**src/rtl/intc8.sv**
```systemverilog
// Eight-line priority interrupt controller: synchronises and edge-detects requests,
// masks and prioritises them, and hands one vector at a time to the core with nesting.
module intc8 #(
    parameter logic [4:0] VEC_BASE = 5'b01010
) (
    input  logic       clk,
    input  logic       clr,
    input  logic [7:0] irq,
    input  logic       mask_we,
    input  logic [7:0] mask_wdata,
    output logic [7:0] mask,
    input  logic       eoi,
    input  logic       inta,
    output logic       intr,
    output logic [7:0] vector,
    output logic [7:0] pending,
    output logic [7:0] isr,
    output logic [1:0] dbg_state
);

    typedef enum logic [1:0] {
        IDLE = 2'd0,
        REQ  = 2'd1,
        ACK  = 2'd2
    } state_t;

    state_t     state_q, state_d;
    logic [7:0] s1_q, s1_d, s2_q, s2_d, s3_q, s3_d;
    logic [7:0] pending_q, pending_d;
    logic [7:0] isr_q, isr_d;
    logic [7:0] mask_q, mask_d;
    logic       intr_q, intr_d;
    logic [7:0] vector_q, vector_d;
    logic [2:0] id_q, id_d;

    logic [7:0] rise, eligible, isr_low, prio_ok, cand, ack_bit;
    logic       win_valid, ack_fire;
    logic [2:0] win_id;

    function automatic logic [7:0] lowest_onehot(input logic [7:0] v);
        return v & (~v + 8'd1);
    endfunction

    function automatic logic [2:0] lowest_index(input logic [7:0] v);
        logic [2:0] idx;
        idx = 3'd0;
        for (int i = 7; i >= 0; i--) begin
            if (v[i]) idx = i[2:0];
        end
        return idx;
    endfunction

    always_comb begin
        s1_d = irq;
        s2_d = s1_q;
        s3_d = s2_q;
        rise = s2_q & ~s3_q;

        // A candidate must beat the highest-priority interrupt already in service.
        eligible  = pending_q & ~mask_q;
        isr_low   = lowest_onehot(isr_q);
        prio_ok   = (isr_q == 8'd0) ? 8'hFF : (isr_low - 8'd1);
        cand      = eligible & prio_ok;
        win_valid = |cand;
        win_id    = lowest_index(cand);

        state_d  = state_q;
        intr_d   = intr_q;
        vector_d = vector_q;
        id_d     = id_q;
        ack_fire = 1'b0;

        case (state_q)
            IDLE: begin
                if (win_valid) begin
                    intr_d  = 1'b1;
                    id_d    = win_id;
                    state_d = REQ;
                end
            end
            REQ: begin
                if (inta) begin
                    ack_fire = 1'b1;
                    intr_d   = 1'b0;
                    vector_d = {VEC_BASE, id_q};
                    state_d  = ACK;
                end
            end
            ACK: begin
                if (!inta) state_d = IDLE;
            end
            default: state_d = IDLE;
        endcase

        ack_bit = ack_fire ? (8'd1 << id_q) : 8'd0;
        // A fresh edge on the line being acknowledged keeps it pending.
        pending_d = (pending_q & ~ack_bit) | rise;
        isr_d     = (eoi ? (isr_q & ~isr_low) : isr_q) | ack_bit;
        mask_d    = mask_we ? mask_wdata : mask_q;
    end

    always_ff @(posedge clk or posedge clr) begin
        if (clr) begin
            state_q   <= IDLE;
            s1_q      <= 8'd0;
            s2_q      <= 8'd0;
            s3_q      <= 8'd0;
            pending_q <= 8'd0;
            isr_q     <= 8'd0;
            mask_q    <= 8'hFF;
            intr_q    <= 1'b0;
            vector_q  <= 8'd0;
            id_q      <= 3'd0;
        end else begin
            state_q   <= state_d;
            s1_q      <= s1_d;
            s2_q      <= s2_d;
            s3_q      <= s3_d;
            pending_q <= pending_d;
            isr_q     <= isr_d;
            mask_q    <= mask_d;
            intr_q    <= intr_d;
            vector_q  <= vector_d;
            id_q      <= id_d;
        end
    end

    assign mask      = mask_q;
    assign intr      = intr_q;
    assign vector    = vector_q;
    assign pending   = pending_q;
    assign isr       = isr_q;
    assign dbg_state = state_q;

endmodule

```
**config.mk**
```make
export PLATFORM = sky130hd
export DESIGN_NAME = intc8
export DESIGN_NICKNAME = d
export VERILOG_FILES = /design/src/rtl/intc8.sv
export SDC_FILE = /design/constraint.sdc
export NUM_CORES = 1
export LEC_CHECK = 0
export CAP_MARGIN = 5
export CELL_PAD_IN_SITES_DETAIL_PLACEMENT = 1
export CELL_PAD_IN_SITES_GLOBAL_PLACEMENT = 1
export CORE_MARGIN = 2
export CORE_UTILIZATION = 38
export DETAILED_ROUTE_END_ITERATION = 16
export GPL_TIMING_DRIVEN = 0
export HOLD_SLACK_MARGIN = 0.03
export PLACE_DENSITY_LB_ADDON = 0.1
export REMOVE_ABC_BUFFERS = 1
export SYNTH_ARGS = -nofsm -noshare
export SYNTH_HDL_FRONTEND = slang
export SYNTH_SLANG_ARGS = --single-unit
```
**constraint.sdc**
```tcl
create_clock -name clk -period 2.5 [get_ports clk]
set_input_delay 0.5 -clock clk [delete_from_list [all_inputs] [get_ports clk]]
set_output_delay 0.5 -clock clk [all_outputs]
set_load 0.01 [all_outputs]
```
## Yosys cells after proc, flatten, opt, wreduce, memory -nomap -nowiden

Cells that the tools add are included.
Widths: inputs -> output; s select.

| storage, ports and cells | value |
|---|---|
| bits of input ports | 21 |
| output and inout port bits | 35 |
| word-level logic and storage cells | 59 |
| flip-flop bits (word level) | 58 |

| operators by class | value |
|---|---|
| shifts and indexed selects | 1 |
| $add $sub $neg | 2 |
| bitwise gates (word level) | 13 |
| reduce and logical (&&, ||, !) cells | 8 |
| multiplexer cells | 20 |
| equality and inequality tests | 5 |

Operators with widths:

| cell | number |
|---|---|
| $and 8x8->8 | 6 |
| $not 8->8 | 5 |
| $mux 3 | 8 |
| $mux 8 | 3 |
| $or 8x8->8 | 2 |
| $add 8x1->8 const B | 1 |
| $logic_not 8->1 | 1 |
| $reduce_or 8->1 | 1 |
| $shl 1x3->8 const A | 1 |
| $sub 8x1->8 const B | 1 |
| $mux 2 | 3 |
| $ne 2x2->1 const B | 3 |
| $pmux 2 s3 | 1 |
| $reduce_and 3->1 | 2 |
| $mux 1 | 4 |
| $reduce_and 2->1 | 2 |
| $eq 2x1->1 const B | 1 |
| $eq 2x2->1 const B | 1 |
| $logic_not 2->1 | 1 |
| $pmux 1 s2 | 1 |
| $reduce_bool 2->1 | 1 |

## Logic depth before layout (Yosys ltp)

Gate-level depths: netlist of the first run.

| logic depth | value |
|---|---|
| depth in word-level cells | 14 |
| mapped depth | 5 |
| depth with buffers taken out | 5 |

## Worst setup path before layout of the first run

No wires, ideal clock.

| timing path | value |
|---|---|
| path type | reg-to-reg |
| from | reg isr_q[0] (netlist: isr[0]) |
| to | reg id_q[0] |
| slack | 535 ps |
| cell stages (with the launch flop) | 6 |
| data required time | 2372 ps |
| setup time | 128 ps |
| arrival time | 1837 ps |
| buffers on the path | 0 |
| period minus slack after synthesis | 1965 ps |
| cells stage by stage | dfrtp_1 > or4_4 > nor3b_4 > nor3_2 > o31ai_4 > mux2_1 |

| on the way | value |
|---|---|
| longest elaborated chain between the ends | 14 |
| elaborated cells between the ends (all ways) | 17 |
| those cells by class | add/sub (2); mux (9); bitwise (3); reduce/logical (3) |

Ends and longest elaborated chain:

| element | RTL line | RTL |
|---|---|---|
| start: declaration | 30 | `logic [7:0] isr_q, isr_d;` |
| start signal: assignment | 120 | `isr_q <= isr_d;` |
| $not 8->8 | 41 | `return v & (~v + 8'd1);` |
| $add 8x1->8 | 41 |  |
| $and 8x8->8 | 41 |  |
| $sub 8x1->8 | 62 | `prio_ok = (isr_q == 8'd0) ? 8'hFF : (isr_low - 8'd1);` |
| $mux 8 (*) | 62 |  |
| $and 8x8->8 (*) | 63 | `cand = eligible & prio_ok;` |
| $mux 3 (8 in a row) | 48 | `if (v[i]) idx = i[2:0];` |
| end signal: assignment | 124 | `id_q <= id_d;` |
| end: declaration | 34 | `logic [2:0] id_q, id_d;` |

Every way passes the cells marked *; elsewhere a longest branch is shown, timed or not.
A chain may end at the register's enable or synchronous reset.

## Worst setup path in the final report of the first run

Ends and elaborated chain as after synthesis.

==> summary.md, run 1 <==
| Metric | Value |
|---|---|
| Status | finished, final reports clean |
| Static Leakage | 0.00133 uW |
| Wire length of the first global-routing pass | 8.14 mm |
| Final cell count without fillers | 315 |
| Transition time of the tightest slew-check pin | 0.587 ns |
| ANT nets after route | 0 |
| Antenna violations before repair | 0 |
| Overall die width | 79.7 um |
| Dpl ws | 0.387 ns |
| Ratio of cells with drive above 1 in the final layout | 0.169 |
| Total of buffers placed on input and output ports | 52 |
| DRC violations left | 0 |
| Crit share post-route | 0.842 |
| Cells after synthesis | 177 |
| Count of max-cap constraint violations | 0 |
| Least setup slack across all paths after layout | 0.395 ns |
| Critical path class | flop to flop |
| Worst-case hold path end point | s2_q[5] |
| Area of the die | 6350 sq um |
| Power density over cell area | 1070 nW/um^2 |
| Logic depth of the worst register-to-register path | 5 |
| Yosys warning total | 0 |
| Netlist cell types | 34 |
| Cell total after placement | 299 |
| Worst min-delay path category | flop to flop |
| VDD IR max | 0.399 mV |
| Pin count of the biggest net entering global routing | 32 |
| Sequential-to-total area share from yosys stat | 0.671 |
| Cell at the root of the clock tree | sky130_fd_sc_hd__clkbuf_8 |
| Sum of net half-perimeters after detailed placement | 3.58 mm |
| Total number of H-tree levels | 3 |
| Grt peak-use layer | met2 |
| Worst endpoint required time | 2.71 ns |
| Finished Cell Area | 2960 sq um |
| Post-cts gate resize count | 0 |
| Clock network latency to the later pin of the worst-skew pair | 0.33 ns |
| Flip-flop cell with the highest count after synthesis | sky130_fd_sc_hd__dfrtp_1 |
| CP max FO | 8 |
| Flip-flop and latch count after synthesis | 58 |
| Count of routing violations after the opening detailed-route iteration | 42 |
| RR Startpoint | isr[0] |
| Post-CTS Setup Bufs | 0 |
| Total setup violations reported at the end of the flow | 0 |
| WL per Instance | 15.2 um |
| GR met3 Demand/Resource | 0.0396 |
| GR met1 Demand/Resource | 0.209 |
| Reg-to-reg slack, setup | 0.39 ns |
| Routability congestion estimate from global placement | 0.842 |
| Die height | 79.7 um |
| Detailed Routing Iterations Pass 1 | 4 |
| Via count of the first global-routing pass | 1691 |
| Cell depth of the worst min-delay path | 0 |
| Initial standard-cell utilization of the core | 0.395 |
| Area added between synthesis and finish | 36.0% |
| Via density per instance | 4.86 |
| Unrepaired setup endpoints after global routing | no |
| Critical Path AT | 2.32 ns |
| Overall fraction of global-route tracks in use | 0.172 |
| CP startpoint kind | flop |
| Endpoint of the worst-slack reg-to-reg timing path | id_q[0] |
| Maximum count of clock buffers along a single path | 2 |
| Post-CTS Hold Fix Bufs | 0 |
| Async set-or-reset flop fraction in the synthesized netlist | 1.00 |
| Site row count | 27 |
| Peak Freq | 475 MHz |
| Nature of the critical path endpoint | flop |
| Number of top-level design ports | 56 |
| Clock transition at the registers of the reported paths | 0.07 ns |
| Worst min-delay path startpoint | s1_q[5] |
| Met2 track demand over resource in global routing | 0.287 |
| Max-slew headroom | 0.608 |
| Final net count | 259 |
| TritonCTS clock tree | done |
| Final count of pins violating max slew | 0 |
| Remaining global-route overflow | 0 |
| Final Critical Period | 2.11 ns |
| Final Hold Viols | 0 |
| Routed WL | 4.79 mm |
| Post-synthesis average cell area | 12.3 sq um |
| Via count of the routed design | 1532 |
| Count of inserted antenna diode cells | 0 |
| Total placed instance area | 2780 sq um |
| Number of clock sinks | 58 |
| Synthesized cell area | 2180 sq um |
| Final setup skew | 0.0115 ns |
| CTS buffer count | 9 |
| Area of the core | 5510 sq um |
| Post-synth EDFFs | 0 |
## cell usage in the layout (no fill, tap or decap), drive strengths merged, types with 2 or more instances in the layout
cell type	n
nand3	4
clkinv	2
a21boi	2
dfstp	8
a21o	2
or3b	2
o31ai	3
mux2	11
clkbuf	10
o21ai	11
dfrtp	50
nand2	28
nor2	9
nor3	3
nand2b	7
a22o	2
clkinvlp	3
conb	3
inv	13
nor2b	3
clkdlybuf4s50	52
a21oi	4
## synthesized netlist by cell type (2+ instances only)
cell / instances / area (sq um)
sky130_fd_sc_hd__dfstp_2: 8 / 210
sky130_fd_sc_hd__a21boi_0: 2 / 15.0
sky130_fd_sc_hd__nor2b_1: 3 / 18.8
sky130_fd_sc_hd__o21ai_0: 11 / 55.1
sky130_fd_sc_hd__nand2b_1: 7 / 43.8
sky130_fd_sc_hd__a22o_1: 2 / 17.5
sky130_fd_sc_hd__dfrtp_1: 50 / 1250
sky130_fd_sc_hd__inv_1: 12 / 45.0
sky130_fd_sc_hd__buf_4: 4 / 30.0
sky130_fd_sc_hd__nand3_1: 4 / 20.0
sky130_fd_sc_hd__a21oi_1: 4 / 20.0
sky130_fd_sc_hd__nor2_1: 9 / 33.8
sky130_fd_sc_hd__nor3_1: 2 / 10.0
sky130_fd_sc_hd__o31ai_1: 2 / 15.0
sky130_fd_sc_hd__nand2_1: 28 / 105
sky130_fd_sc_hd__mux2_2: 10 / 113
sky130_fd_sc_hd__a21o_1: 2 / 15.0
## flip-flops by register name (all words and copies together) (netlist names)
name       flops
s2_q           8
pending        8
id_q           3
s3_q           8
dbg_state      2
vector         4
intr           1
s1_q           8
isr            8
mask           8
## kinds of logic (layout without fill, tap and decap cells)
group | after synthesis | in the layout | share of synthesized area
and+or+nand+nor | 61 | 61 | 0.143
buffers and inverters | 17 | 81 | 0.0362
muxes | 11 | 11 | 0.0569
other | 1 | 3 | 0.00172
AOI/OAI and AO/OA | 29 | 29 | 0.0908
DFF | 58 | 58 | 0.671
## area by class of cell
type | count | area, sq um
clock inverter | 6 | 41.3
tap | 72 | 90.1
timing repair buffer | 53 | 541
inverter | 12 | 45.0
multi-input combinational | 104 | 644
sequential | 58 | 1460
clock buffer | 10 | 138
fill | 583 | 2550
## per-stage QoR
stage | total power (uW) | hold WS (ns) | setup TNS (ns) | util
finish | 3160 | 0.353 | 0 | 0.538
global route | 3350 | 0.356 | 0 | 0.538
CTS | 3190 | 0.353 | 0 | 0.538
detailed placement | 2420 | 0.336 | 0 | 0.505
global placement | 2360 | 0.333 | -17.08 | 0.501
floorplan | 1910 | 0.331 | 0 | -
## critical path, stage by stage (launching register included)
cell	delay [ns]
sky130_fd_sc_hd__dfrtp_1	0.48
sky130_fd_sc_hd__or4_4	0.59
sky130_fd_sc_hd__nor3b_4	0.26
sky130_fd_sc_hd__nor3_2	0.10
sky130_fd_sc_hd__o31ai_4	0.22
sky130_fd_sc_hd__mux2_1	0.34
## worst max path at each step
stage,start,end,slack [ns],cells past startpoint
floorplan,isr[0],id_q[0],0.54,5
CTS,isr[0],id_q[0],0.41,5
finish,isr[0],id_q[0],0.39,5
global route,isr[0],id_q[0],0.31,5
global placement,clr,vector[4],-0.34,2
detailed placement,inta,pending[7],0.39,6
## power by group
group	switching [uW]	total (uW)	internal (uW)
logic	494	1050	555
registers	213	1340	1130
clock network	381	767	386
total	1090	3160	2070
## routing by layer
layer  share of wire  wire, um
met1            0.43      2050
met2            0.52      2490
met3           0.036       170
met4           0.016        76
met5               0         0
No activity file was read; power rests on OpenSTA's default activity.
==> inputs of run 2 (changes only) <==
--- a/config.mk
+++ b/config.mk
@@ -9,7 +9,7 @@
 export CELL_PAD_IN_SITES_DETAIL_PLACEMENT = 1
 export CELL_PAD_IN_SITES_GLOBAL_PLACEMENT = 1
 export CORE_MARGIN = 2
-export CORE_UTILIZATION = 38
+export CORE_UTILIZATION = 34
 export DETAILED_ROUTE_END_ITERATION = 16
 export GPL_TIMING_DRIVEN = 0
 export HOLD_SLACK_MARGIN = 0.03
==> constraint.sdc (replaced) <==
create_clock -name clk -period 1.85 [get_ports clk]
set_input_delay 0.37 -clock clk [delete_from_list [all_inputs] [get_ports clk]]
set_output_delay 0.37 -clock clk [all_outputs]
set_load 0.01 [all_outputs]
==> run 2 against run 1 <==
Against the previous run: the run now ends with setup timing left; critical path depth unchanged; power up 49%; combinational power up 62%; register-to-register slack worse by 0.48 ns; clock-buffer cell count up 1; sequential cell count unchanged; wire length up 2.2%; sequential power up 35%; global-route usage down 2.1 points; critical path type unchanged; critical endpoint unchanged; largest cell class unchanged.
==> summary.md, run 2 (synthesis results as in run 1) <==
| Metric | Value |
|---|---|
| Status | finished with violations |
| Failing checks | setup timing |
| Combinational group share of total power | 0.363 |
| Max-slew headroom | 0.488 |
| Worst endpoint required time | 2.07 ns |
| Routed WL | 4.89 mm |
| Total of buffers placed on input and output ports | 52 |
| Number of top-level design ports | 56 |
| Clock Power Share | 0.252 |
| Peak Freq | 516 MHz |
| Unrepaired setup endpoints after global routing | yes |
| Final setup skew | 0.00802 ns |
| Met2 track demand over resource in global routing | 0.234 |
| Overall die width | 84.0 um |
| Critical path class | flop to flop |
| VDD IR max | 0.698 mV |
| Cell total after placement | 304 |
| Pin count of the biggest net entering global routing | 36 |
| Nature of the critical path endpoint | flop |
| Net Sw Frac | 0.329 |
| CTS buffer count | 9 |
| Count of inserted antenna diode cells | 0 |
| Critical path's slowest cell | sky130_fd_sc_hd__or4_4 |
| Routability congestion estimate from global placement | 0.840 |
| Initial standard-cell utilization of the core | 0.347 |
| Final cell count without fillers | 326 |
| Cell Int Power | 3150 uW |
| Least setup slack across all paths after layout | -0.0889 ns |
| Detailed Routing Iterations Pass 1 | 4 |
| Maximum count of clock buffers along a single path | 2 |
| Cells traversed along the worst timing path | or4_4 > nor3b_4 > nor3_2 > o31ai_4 > mux2_4 |
| Site row count | 29 |
| Final Critical Period | 1.94 ns |
| CP startpoint kind | flop |
| Finished Cell Area | 3090 sq um |
| Final Hold Viols | 0 |
| Final total power | 4700 uW |
| Commonest cells after routing, fill and taps aside | 50 x sky130_fd_sc_hd__clkdlybuf4s50_1, 46 x sky130_fd_sc_hd__dfrtp_1, 28 x sky130_fd_sc_hd__nand2_1 |
| Total setup violations reported at the end of the flow | 2 |
| Area of the core | 6280 sq um |
| Clock transition at the registers of the reported paths | 0.07 ns |
| Count of max-cap constraint violations | 0 |
| Critical Path AT | 2.16 ns |
| Die height | 84.0 um |
| TritonCTS clock tree | done |
| Area added between synthesis and finish | 42.0% |
| GR met1 Demand/Resource | 0.194 |
| Total number of H-tree levels | 3 |
| Accumulated negative setup slack | -0.163 ns |
| Origin of the worst setup path | isr[0] |
| Crit share post-route | 1.05 |
| Cell at the root of the clock tree | sky130_fd_sc_hd__clkbuf_8 |
| Sum of net half-perimeters after detailed placement | 3.46 mm |
| CP max FO | 3 |
| Worst min-delay path startpoint | s1_q[3] |
| GR met3 Demand/Resource | 0.0386 |
| Via density per instance | 4.81 |
| Area of the die | 7060 sq um |
| Post-CTS Hold Fix Bufs | 0 |
| WL per Instance | 15.0 um |
| DRC violations left | 0 |
| Final count of pins violating max slew | 0 |
| Total placed instance area | 2800 sq um |
| Remaining global-route overflow | 0 |
| Worst min-delay path category | flop to flop |
| Sequential cell fraction of total power | 0.385 |
| Power density over cell area | 1520 nW/um^2 |
| Antenna violations before repair | 0 |
| Final net count | 265 |
| Worst path max stage delay | 0.58 ns |
| Wire length of the first global-routing pass | 8.23 mm |
| Overall fraction of global-route tracks in use | 0.151 |
| Number of clock sinks | 58 |
| Transition time of the tightest slew-check pin | 0.767 ns |
| Leading cell type in the layout, fill and taps excluded | sky130_fd_sc_hd__clkdlybuf4s50_1 |
| Static Leakage | 0.00141 uW |
| Psw | 1540 uW |
| Via count of the routed design | 1567 |
| Clock network latency to the later pin of the worst-skew pair | 0.33 ns |
| Count of routing violations after the opening detailed-route iteration | 35 |
| Grt peak-use layer | met2 |
| ANT nets after route | 0 |
| Via count of the first global-routing pass | 1622 |
| Hold Slack | 0.350 ns |
| Ratio of cells with drive above 1 in the final layout | 0.229 |
| RR Startpoint | isr[0] |
## run 2: cell types whose count changed in the layout (fill, tap and decap cells not counted), moves of 2 or more
cell                              change
sky130_fd_sc_hd__buf_4                +5
sky130_fd_sc_hd__dfrtp_1              -4
sky130_fd_sc_hd__dfrtp_2              +4
sky130_fd_sc_hd__nor2_1               -3
sky130_fd_sc_hd__clkdlybuf4s50_1      -2
sky130_fd_sc_hd__clkinvlp_4           -2
sky130_fd_sc_hd__dlymetal6s2s_1       +2
sky130_fd_sc_hd__nor2_2               +2
## run 2: stage by stage
step                utilization  setup slack, ns
floorplan                     -           -0.115
global placement          0.441           -0.903
detailed placement        0.445           -0.239
CTS                       0.485           -0.138
global route              0.493           -0.155
finish                    0.493          -0.0889
## run 2: metal layers
layer	vias to the layer above	routed length [um]
met5	-	0
met2	36	2510
met4	0	92
li1	726	-
met3	10	163
met1	795	2130
## run 2: worst paths after layout
path,slack [ns],end,depth (start not counted)
max in group asynchronous,0.69,mask[7],3
min in group asynchronous,0.50,s1_q[2],2
worst min-delay path,0.35,s2_q[3],0
worst min register to register,0.35,s2_q[3],0
worst max-delay path,-0.09,id_q[0],5
worst max register to register,-0.09,id_q[0],5
## run 2: power by group through the flow
stage,Sequential (uW),Clock [uW],Combinational (uW)
after floorplan,1840,0,743
after global placement,1810,0,1390
after detailed placement,1840,0,1420
after CTS,1800,1220,1560
after global routing,1850,1280,1860
final,1810,1180,1700
## run 2: final cells by class
class | instances | area, sq um
Clock buffer | 11 | 151
Clock inverter | 5 | 52.6
Fill cell | 654 | 3190
Inverter | 12 | 45.0
Multi-Input combinational cell | 104 | 678
Sequential cell | 58 | 1470
Tap cell | 77 | 96.3
Timing Repair Buffer | 59 | 602
## run 2: worst max-delay path: cells and delay by family, from the launching register on
family | cells | cell delay (ns)
simple gates | 3 | 0.88
mux | 1 | 0.32
flops | 1 | 0.41
compound gates | 1 | 0.21
## run 2: repair_timing
item,in CTS,in global routing
pin swaps,4,4
gates resized for setup,4,11
setup endpoints to repair,3,12
buffers inserted,4,3
==> inputs of run 3 (changes only) <==
--- a/config.mk
+++ b/config.mk
@@ -5,11 +5,13 @@
 export SDC_FILE = /design/constraint.sdc
 export NUM_CORES = 1
 export LEC_CHECK = 0
+export ABC_CLOCK_PERIOD_IN_PS = 1850
 export CAP_MARGIN = 5
 export CELL_PAD_IN_SITES_DETAIL_PLACEMENT = 1
 export CELL_PAD_IN_SITES_GLOBAL_PLACEMENT = 1
 export CORE_MARGIN = 2
 export CORE_UTILIZATION = 34
+export CTS_CLUSTER_SIZE = 25
 export DETAILED_ROUTE_END_ITERATION = 16
 export GPL_TIMING_DRIVEN = 0
 export HOLD_SLACK_MARGIN = 0.03
==> results of run 3 <==
The final DEF is identical to that of run 2; final timing and power are the same.
